## config.mk

```make
export PLATFORM = sky130hd
export DESIGN_NAME = wb_select_stage
export DESIGN_NICKNAME = d
export VERILOG_FILES = /design/src/rtl/wb_select_stage.sv
export SDC_FILE = /design/constraint.sdc
export NUM_CORES = 1
export LEC_CHECK = 0
export BUFFER_PORTS_ARGS = -buffer_cell sky130_fd_sc_hd__buf_2
export CAP_MARGIN = 20
export CORE_MARGIN = 4
export CORE_UTILIZATION = 44
export CTS_BUF_LIST = sky130_fd_sc_hd__clkbuf_8
export DETAILED_ROUTE_END_ITERATION = 16
export GPL_TIMING_DRIVEN = 0
export PLACE_DENSITY = 0.81
export SLEW_MARGIN = 20
export SYNTH_ARGS = -nofsm -noshare
export SYNTH_HDL_FRONTEND = slang
export SYNTH_SLANG_ARGS = --single-unit
```

## constraint.sdc

```tcl
create_clock -name clk -period 5.05 [get_ports clk]
set_input_delay 0.505 -clock clk [delete_from_list [all_inputs] [get_ports clk]]
set_output_delay 0.505 -clock clk [all_outputs]
set_load 0.005 [all_outputs]
```

## src/rtl/wb_select_stage.sv

```systemverilog
// MEM/WB pipeline stage: picks the writeback source, formats loads and counts retired writes.
// Define WB_LOAD_SUBWORD_EN to enable byte/half loads, extension and the misalignment check.
module wb_select_stage #(
   parameter int DATA_W = 32,
   parameter int ADDR_W = 5,
   parameter int CNT_W  = 32
) (
   input  logic              clk,
   input  logic              rst_n,
   input  logic              stall,
   input  logic              flush,
   input  logic              in_valid,
   input  logic              in_reg_write,
   input  logic [ADDR_W-1:0] in_rd,
   input  logic [1:0]        in_wb_sel,
   input  logic [DATA_W-1:0] in_alu_result,
   input  logic [DATA_W-1:0] in_read_data,
   input  logic [DATA_W-1:0] in_link,
   input  logic [DATA_W-1:0] in_imm,
   input  logic [1:0]        in_mem_size,
   input  logic              in_mem_unsigned,
   input  logic [1:0]        in_byte_off,
   output logic              wb_valid,
   output logic              wb_we,
   output logic [ADDR_W-1:0] wb_rd,
   output logic [DATA_W-1:0] wb_data,
   output logic              wb_misalign,
   output logic [CNT_W-1:0]  retire_count
);

   logic [DATA_W-1:0] mem_data;
   logic              misaligned;
   logic [DATA_W-1:0] sel_data;
   logic              mis_now;
   logic              we_now;

`ifdef WB_LOAD_SUBWORD_EN
   logic [7:0]  byte_lane;
   logic [15:0] half_lane;
   logic        fill;

   // Fill the whole word with the extension bit first, then overlay the loaded lane.
   always_comb begin
      case (in_byte_off)
         2'd0:    byte_lane = in_read_data[7:0];
         2'd1:    byte_lane = in_read_data[15:8];
         2'd2:    byte_lane = in_read_data[23:16];
         default: byte_lane = in_read_data[31:24];
      endcase
      half_lane  = in_byte_off[1] ? in_read_data[31:16] : in_read_data[15:0];
      fill       = 1'b0;
      misaligned = 1'b0;
      mem_data   = '0;
      case (in_mem_size)
         2'b00: begin
            fill          = ~in_mem_unsigned & byte_lane[7];
            mem_data      = {DATA_W{fill}};
            mem_data[7:0] = byte_lane;
         end
         2'b01: begin
            fill           = ~in_mem_unsigned & half_lane[15];
            mem_data       = {DATA_W{fill}};
            mem_data[15:0] = half_lane;
            misaligned     = in_byte_off[0];
         end
         default: begin
            fill           = ~in_mem_unsigned & in_read_data[31];
            mem_data       = {DATA_W{fill}};
            mem_data[31:0] = in_read_data[31:0];
            misaligned     = (in_byte_off != 2'b00);
         end
      endcase
   end
`else
   logic unused_load_cfg;

   assign unused_load_cfg = ^{in_mem_size, in_mem_unsigned, in_byte_off};
   assign mem_data        = in_read_data;
   assign misaligned      = 1'b0;
`endif

   always_comb begin
      case (in_wb_sel)
         2'b00:   sel_data = in_alu_result;
         2'b01:   sel_data = mem_data;
         2'b10:   sel_data = in_link;
         default: sel_data = in_imm;
      endcase
   end

   assign mis_now = in_valid & (in_wb_sel == 2'b01) & misaligned;
   assign we_now  = in_valid & in_reg_write & (in_rd != '0) & ~mis_now;

   // Flush turns the stage into a bubble but leaves rd/data untouched; stall freezes everything.
   always_ff @(posedge clk or negedge rst_n) begin
      if (!rst_n) begin
         wb_valid     <= 1'b0;
         wb_we        <= 1'b0;
         wb_rd        <= '0;
         wb_data      <= '0;
         wb_misalign  <= 1'b0;
         retire_count <= '0;
      end else if (flush) begin
         wb_valid    <= 1'b0;
         wb_we       <= 1'b0;
         wb_misalign <= 1'b0;
      end else if (!stall) begin
         wb_valid    <= in_valid;
         wb_we       <= we_now;
         wb_rd       <= in_rd;
         wb_data     <= sel_data;
         wb_misalign <= mis_now;
         if (we_now) begin
            retire_count <= retire_count + CNT_W'(1);
         end
      end
   end

endmodule

```

==> flow_metrics.py <==
metrics = {
    "placed_design": {
        "place_area_um2": 4880,
        "dp_cells": 571,
        "routabilityCongestion": 0.851,
        "dpl.hpwl_um": 8230,
        "dp_slack_ns": 2.77,
        "io_buffers": 210,
    },
    "detailed_routing": {
        "wl_met3_um": 659,
        "wl_met2_um": 5290,
        "dr.pass1.iters": 5,
        "drt_wl_total_um": 9850,
        "wl_per_cell_um": 16.8,
        "num_vias": 3081,
        "vias_per_cell": 5.25,
        "drtIter0Drc": 45,
        "top_layer": "met5",
        "remaining_drc_errors": 0,
        "drt-met1-wl_um": 3580,
        "ant_nets": 0,
    },
    "clock_network": {
        "cts_tree": "built",
        "cts_hold_buf": 0,
        "cts_sinks": 71,
        "cts-buffers-inserted": 9,
        "path_clk_slew_ns": 0.07,
        "clock_tree.buffer_depth": 2,
        "htreeDepth": 3,
        "clk_latency_ns": 0.34,
        "cts.repair.resized": 0,
        "root_buffer": "clkbuf_8",
        "cts_setup_buffers": 0,
    },
    "die": {
        "core-area_um2": 8180,
        "initial_core_util": 0.449,
        "die_w_um": 99.4,
        "die_area_um2": 9870,
        "fp.dieH_um": 99.4,
        "rows": 33,
        "ios": 218,
    },
    "global_route": {
        "antenna_found_initial": 1,
        "grt_max_degree": 40,
        "grt_pass1_wl_um": 15400,
        "grt_pass1_vias": 3250,
        "grtUsageTotal": 0.201,
        "grt-ovfl-total": 0,
    },
    "run_status": {
        "status": "complete, no violations",
    },
    "timing": {
        "timing.fmax_mhz": 487,
        "fin_crit_sh": 0.407,
        "relSlewSlack": 0.501,
        "fin_ws_ns": 3.00,
        "whs_ns": 0.108,
        "tightestPinTransition_ns": 0.746,
        "slew_viol_final": 0,
        "setup_viol": 0,
        "rsz0062_at_grt": "false",
        "final.setup.tns_ns": 0,
        "period_needed_ns": 2.05,
        "hold_violations": 0,
        "fin_skew_ns": 0.0116,
    },
    "logic_synthesis": {
        "synth.net_count": 402,
        "synth_cell_type_count": 29,
        "ys_ff_latch": 71,
        "yosysMostFrequentCell": "dfrtp_1",
        "syn_area_um2": 3670,
        "yosys-top-cells-count": "dfrtp_1 (71), mux2_2 (37), mux4_2 (32)",
        "synthTopCellsByArea": "dfrtp_1 (48%), mux4_2 (20%), mux2_2 (11%)",
        "synth_edf_count": 0,
        "yosysWarnings": 0,
        "synthFlopType": "dfrtp_1",
        "yosysTopAreaCell": "dfrtp_1",
        "yosysSeqAreaShare": 0.484,
        "avgSynthCellArea_um2": 14.4,
        "synth-async-reset-ratio": 1.00,
        "syn-instance-count": 255,
        "synth_top_cell_area_share": 0.484,
    },
    "setup_path": {
        "r2r_slack_ns": 3.00,
        "critical_path.reg2reg.startpoint": "retire_count[0]$_DFFE_PN0P_",
        "path_class": "flop to flop",
        "arrival_ns": 2.28,
        "critPathRequiredTime_ns": 5.28,
        "rr_endpoint": "retire_count[28]$_DFFE_PN0P_",
        "endpoint_kind": "flop",
        "slowest_delay_ns": 0.56,
        "r2r_cells": 6,
        "cp_max_fo": 5,
        "crit_slowest_cell": "nor4_1",
        "worstSetupStartpointType": "flop",
        "path_cells": "ha_1 -> nand3_1 -> nor4_1 -> nor2b_1 -> nand4_1 -> xnor2_1",
    },
    "min_path": {
        "hp-class": "input pin to async pin",
    },
    "power": {
        "leakage_nw": 2.48,
        "p_per_area_nw_per_um2": 281,
        "vdd_drop_max_v": 0.000120,
        "finalPower_mw": 1.42,
    },
    "cells_and_area": {
        "final_cells": 587,
        "antenna_cells": 0,
        "area_growth_pct": 37.8,
        "final_util": 0.619,
        "layout-drive-gt1-share": 0.635,
        "nets": 624,
        "postLayoutCellArea_um2": 5060,
    },
    "flow_run": {
        "maxCapViolCount": 0,
    },
}
worst max-delay path, delay by kind of cell (launching register included):
kind / cells / cell delay [ns]
adder cells (fa/ha/maj): 1 / 0.20
XOR/XNOR: 1 / 0.15
flip-flops: 1 / 0.44
AND/OR/NAND/NOR: 4 / 1.16
placed cells by master (no fill, tap or decap):
cell | netlist | routed
and3_1 | 4 | 4
and3_2 | 1 | 1
and4_1 | 2 | 2
and4bb_2 | 1 | 1
buf_12 | 0 | 1
buf_2 | 5 | 214
buf_4 | 1 | 2
bufinv_16 | 0 | 1
clkbuf_1 | 5 | 5
clkbuf_8 | 0 | 9
clkinv_2 | 0 | 1
clkinv_4 | 0 | 1
conb_1 | 1 | 1
dfrtp_1 | 71 | 71
ha_1 | 1 | 1
inv_1 | 2 | 6
mux2_2 | 37 | 37
mux2i_1 | 1 | 1
mux4_2 | 32 | 32
nand2_1 | 13 | 13
nand3_1 | 11 | 11
nand4_1 | 13 | 13
nor2_1 | 9 | 9
nor2b_1 | 1 | 1
nor3_1 | 1 | 1
nor3_2 | 3 | 3
nor4_1 | 3 | 3
o211ai_4 | 1 | 1
o21a_1 | 1 | 1
o21ai_0 | 1 | 1
o21ai_1 | 1 | 1
or4_4 | 2 | 2
xnor2_1 | 26 | 26
xor2_1 | 5 | 5
cell families (layout without fill, tap and decap cells):
logic type | after synthesis | after routing | synth area share
flip-flops | 71 | 71 | 0.484
multiplexers | 70 | 70 | 0.312
AND/OR/NAND/NOR | 64 | 64 | 0.0991
XOR/XNOR | 31 | 31 | 0.0739
buffers and inverters | 13 | 240 | 0.0160
AO/OA/AOI/OAI | 4 | 4 | 0.0106
adder cells (fa/ha/maj) | 1 | 1 | 0.00341
other | 1 | 1 | 0.00102
routing by layer:
metal	vias to the layer above	GRT usage
li1	1413	-
met1	1511	0.228
met2	132	0.360
met3	23	0.0449
met4	2	0.0893
met5	-	0
power by group:
group          switching, mW  internal (mW)
Sequential            0.0498          0.639
Clock                  0.205          0.221
Combinational          0.120          0.185
how the worst max path moves through the flow:
stage                                           start                            to  slack [ns]  cells past startpoint
after floorplan                          in_wb_sel[0]        wb_data[0]$_DFFE_PN0P_        3.13                      4
after global placement                          flush        wb_data[4]$_DFFE_PN0P_        2.72                      4
after detailed placement                        flush       wb_data[12]$_DFFE_PN0P_        2.77                      4
after CTS                 retire_count[4]$_DFFE_PN0P_  retire_count[19]$_DFFE_PN0P_        2.99                      5
after global routing      retire_count[0]$_DFFE_PN0P_  retire_count[28]$_DFFE_PN0P_        2.69                      6
final                     retire_count[0]$_DFFE_PN0P_  retire_count[28]$_DFFE_PN0P_        3.00                      6
cell type report:
type | instances | area, µm²
Sequential cell | 71 | 1780
Fill cell | 659 | 3110
Clock inverter | 7 | 58.8
Inverter | 2 | 7.51
Buffer | 11 | 51.3
Timing Repair Buffer | 211 | 1070
Tap cell | 105 | 131
Clock buffer | 9 | 124
Multi-Input combinational cell | 171 | 1840
registers in the layout, indices dropped and copies added (netlist names):
signal        cells
retire_count     32
wb_valid          1
wb_we             1
wb_data          32
wb_rd             5
Power figures use the tool's default switching activity.
